==> config.mk <==
export PLATFORM = sky130hd
export DESIGN_NAME = reg_bank_reader
export DESIGN_NICKNAME = d
export VERILOG_FILES = /design/src/rtl/reg_bank_reader.sv
export SDC_FILE = /design/constraint.sdc
export NUM_CORES = 1
export LEC_CHECK = 0
export ABC_AREA = 1
export CAP_MARGIN = 15
export CORE_MARGIN = 2
export CORE_UTILIZATION = 47
export CTS_CLUSTER_DIAMETER = 120
export CTS_CLUSTER_SIZE = 30
export DETAILED_ROUTE_END_ITERATION = 6
export HOLD_SLACK_MARGIN = 0.06
export PLACE_DENSITY = 0.82
export SLEW_MARGIN = 20
export SYNTH_ARGS = -nofsm -noshare
export SYNTH_HDL_FRONTEND = slang
export SYNTH_SLANG_ARGS = --single-unit
==> constraint.sdc <==
create_clock -name clock -period 3.75 [get_ports clock]
set_clock_uncertainty 0.05 [all_clocks]
set_input_delay 0.5625 -clock clock [delete_from_list [all_inputs] [get_ports clock]]
set_output_delay 0.5625 -clock clock [all_outputs]
set_load 0.02 [all_outputs]
==> src/rtl/reg_bank_reader.sv <==
// reg_bank_reader: reads a burst of bank registers and streams them out over valid/ready.
// Define READER_CHECKSUM_EN to add a running sum of the words accepted in the current burst.
module reg_bank_reader #(
    parameter int DATA_WIDTH = 16,
    parameter int ADDR_WIDTH = 3
) (
    input  logic                  clock,
    input  logic                  reset,
    input  logic                  start,
    input  logic [ADDR_WIDTH-1:0] first_addr,
    input  logic [ADDR_WIDTH:0]   count,
    output logic [ADDR_WIDTH-1:0] rd_addr,
    output logic                  rd_enable,
    input  logic [DATA_WIDTH-1:0] rd_data,
    output logic [DATA_WIDTH-1:0] out_data,
    output logic                  out_valid,
    input  logic                  out_ready,
    output logic                  busy,
`ifdef READER_CHECKSUM_EN
    output logic [DATA_WIDTH-1:0] checksum,
`endif
    output logic                  done
);
    typedef enum logic [2:0] {IDLE, READ, WAIT, OUT, DONE} state_t;
    localparam logic [ADDR_WIDTH:0] last_word = 1;
    state_t state, next_state;
    logic [ADDR_WIDTH-1:0] addr;
    logic [ADDR_WIDTH:0] remaining;
    logic launch, accept;
    assign launch = state == IDLE && start && count != '0;
    assign accept = state == OUT && out_ready;
    always_ff @(posedge clock) begin
        if (reset) state <= IDLE;
        else state <= next_state;
    end
    always_comb begin
        next_state = state;
        case (state)
            IDLE: if (start) next_state = count != '0 ? READ : DONE;
            READ: next_state = WAIT;
            WAIT: next_state = OUT;
            OUT: if (out_ready) next_state = remaining == last_word ? DONE : READ;
            DONE: next_state = IDLE;
            default: next_state = IDLE;
        endcase
    end
    always_comb begin
        rd_enable = state == READ;
        out_valid = state == OUT;
        busy = state != IDLE;
        done = state == DONE;
    end
    // rd_addr only moves when another read is coming, so it holds the last address afterwards
    always_ff @(posedge clock) begin
        if (reset) begin
            addr <= '0;
            remaining <= '0;
            rd_addr <= '0;
            out_data <= '0;
        end else begin
            if (launch) begin
                addr <= first_addr;
                remaining <= count;
                rd_addr <= first_addr;
            end
            if (state == WAIT) out_data <= rd_data;
            if (accept) begin
                addr <= addr + 1'b1;
                remaining <= remaining - 1'b1;
                if (remaining != last_word) rd_addr <= addr + 1'b1;
            end
        end
    end
`ifdef READER_CHECKSUM_EN
    always_ff @(posedge clock) begin
        if (reset) checksum <= '0;
        else if (state == IDLE && start) checksum <= '0;
        else if (accept) checksum <= checksum + out_data;
    end
`endif
endmodule

==> impl_metrics.ini <==
[status]
status = complete, no violations

[synthesis]
synth_edf_count = 0
synthTopCellsByCount = 45 x nor2_1, 32 x nand2_1, 29 x dfxtp_1
postSynth.asyncResetShare = 0
synth_area_leader_cell = dfxtp_1
synth_area_um2 = 1366
syn_area_per_cell_um2 = 7.079
syn-instance-count = 193
ys.flop_type = dfxtp_1
synth_cell_types = 26
synth_area_leaders = dfxtp_1 42%, nor2_1 12%, nand2_1 8.8%
synth_warnings = 0
synth_nets = 223
synth_top_area_share = 0.4249
synth_seq_area_share = 0.4249
yosysMostFrequentCell = nor2_1
synth-seq-cells = 29

[clock_network]
cts_buffers = 5
clock-root-buffer = clkbuf_4
h-tree-depth = 2
cts.repair.resized = 0
cts_tree = done
holdBufCountCts = 0
cts_max_path_buffers = 2
clk_latency_ns = 0.34
clk_pin_slew_worst_paths_ns = 0.09
cts.sink_count = 29
postCtsSetupRepairBufs = 0

[grt]
grt_pass1_vias = 1224
grt_first_pass_wirelength_mm = 5.250
grt_usage = 0.2073
antenna_found_initial = 0
grt-ovfl-total = 0
grt_max_degree = 20

[power_and_ir_drop]
switching_power_mw = 0.4479
internal_power_mw = 0.7159
p_leak_nw = 0.8671
pwr-share-clk = 0.191
powerDensity_nw_per_um2 = 601.7
ir_drop_uv = 462.4
swShare = 0.3848
pwr-share-seq = 0.374
p_comb_frac = 0.435

[timing]
min_period_ns = 2.344
relSlewSlack = 0.6432
timing.fmax_ghz = 0.4265
rsz0062_at_grt = no
tns_ns = 0
hold_slack_ns = 0.4356
worstMarginPinSlew_ns = 0.5335
hold_viol_final = 0
finalSetupViolations = 0
drv_slew = 0
timing.final.crit_share = 0.6252

[detailed_routing]
firstDrtPassIters = 5
wirelength_mm = 3.100
wl_per_cell_um = 11.23
initialDrtViolationCount = 39
via_count = 1354
post-route-drc-count = 0
viasPerCell = 4.906
postRouteAntennaNets = 0

[layout]
diodes = 0
fillers = 251
nNetsFinal = 274
areaGrowthSynthToFinish_pct = 41.58
drive_gt1_frac = 0.08163

[worst_setup_path]
worstPathArrival_ns = 1.73
r2r_start = state[1]$_SDFFE_PP0P_
reg2reg_slack_ns = 2.30
crit_path_end_kind = primary output
rr_worst_depth = 6
start_kind = flop
timing.rr.end = addr[2]$_SDFFE_PP0P_
cp_max_fo = 6
crit_required_ns = 3.14
crit_type = flop to primary output

[placed_design]
place_hpwl_mm = 2.197
routabilityCongestion = 0.8733
place.port_buffers = 49

[floorplanning]
dieArea_um2 = 3354
initial_utilization = 0.4955
rows = 19
ios = 50
die_h_um = 57.92
core_area_um2 = 2758
die_x_um = 57.92

[worst_hold_path]
hp-class = flop to flop
hold_end = out_data[4]$_SDFFE_PP0N_
hold_depth = 2
min_from = out_data[4]$_SDFFE_PP0N_

[job]
cap_violations = 0
==> worst max-delay path, stage by stage (launching register included) <==
cell	delay [ns]
dfxtp_1	0.50
nand2_2	0.11
nor2_4	0.16
clkdlybuf4s50_1	0.63
==> state kept, by name, indices dropped and copies added, names as in the netlist <==
register,flops
out_data,16
remaining,4
addr,3
rd_addr,3
state,3
==> cells in the final DEF, fill, tap and decap left out <==
master / netlist / layout
clkdlybuf4s50_1: 0 / 49
nor2_1: 45 / 45
nand2_1: 32 / 32
dfxtp_1: 29 / 29
inv_1: 18 / 18
o21ai_0: 18 / 18
nand3_1: 14 / 14
a21oi_1: 10 / 10
clkbuf_4: 0 / 5
ha_1: 3 / 3
nor2_2: 2 / 2
inv_2: 2 / 2
nand2_2: 2 / 2
nor2_4: 2 / 2
nor3_1: 2 / 2
clkbuf_8: 0 / 2
nand4_2: 1 / 1
nand3_4: 1 / 1
o21a_1: 1 / 1
nand3_2: 1 / 1
xor2_1: 1 / 1
xnor2_1: 1 / 1
o21ai_1: 1 / 1
a21oi_2: 1 / 1
a31oi_1: 1 / 1
clkinv_2: 0 / 1
==> metal layers <==
metal,global-route usage,wire length [µm],part of all wire
met5,0,0,0
met4,0.08970,57,0.018
met3,0.07813,249,0.080
met2,0.3231,1384,0.45
met1,0.2563,1409,0.45
==> worst max-delay path by stage <==
stage                     depth (start not counted)             startpoint  slack [ns]                       end
after detailed placement                          4                  reset        1.66  out_data[2]$_SDFFE_PP0N_
after global placement                            4                  reset        1.67  out_data[5]$_SDFFE_PP0N_
after global routing                              3  state[1]$_SDFFE_PP0P_        1.31                 out_valid
after floorplan                                   2  state[2]$_SDFFE_PP0P_        2.20                      done
after CTS                                         3  state[1]$_SDFFE_PP0P_        1.39                 out_valid
final                                             3  state[1]$_SDFFE_PP0P_        1.41                 out_valid
==> power by group through the flow <==
| stage | clock network, mW | registers, mW | logic (mW) |
|---|---|---|---|
| after floorplan | 0 | 0.500 | 0.255 |
| after global routing | 0.241 | 0.445 | 0.566 |
| after global placement | 0 | 0.441 | 0.503 |
| after CTS | 0.228 | 0.436 | 0.509 |
| final | 0.222 | 0.436 | 0.506 |
| after detailed placement | 0 | 0.443 | 0.507 |
==> cells by family (layout without fill, tap and decap cells) <==
kind of cell / Yosys count / after routing / synth area share
simple gates: 102 / 102 / 0.3343
compound gates: 32 / 32 / 0.1227
flops: 29 / 29 / 0.4249
buf+inv: 25 / 77 / 0.07784
fa+ha+maj: 3 / 3 / 0.02748
xor+xnor: 2 / 2 / 0.01282
==> cell type report <==
| cell class | instances | area, µm² | area share |
|---|---|---|---|
| tap | 31 | 38.79 | 0.02005 |
| multi-input combinational | 139 | 679.4 | 0.3512 |
| inverter | 20 | 75.07 | 0.03881 |
| timing repair buffer | 49 | 490.5 | 0.2536 |
| clock inverter | 1 | 5.005 | 0.002587 |
| sequential | 29 | 580.6 | 0.3001 |
| clock buffer | 7 | 65.06 | 0.03364 |
==> per-stage QoR <==
step,setup WS [ns],cells,area [µm²],total power [mW],util
2_1_floorplan,2.199,193,1366,0.7553,-
3_3_place_gp,1.669,268,1864,0.9438,0.6760
3_5_place_dp,1.660,268,1864,0.9505,0.6760
4_1_cts,1.391,276,1934,1.173,0.7015
5_1_grt,1.313,276,1934,1.252,0.7015
6_report,1.406,276,1934,1.164,0.7015
Power figures use the tool's default switching activity.
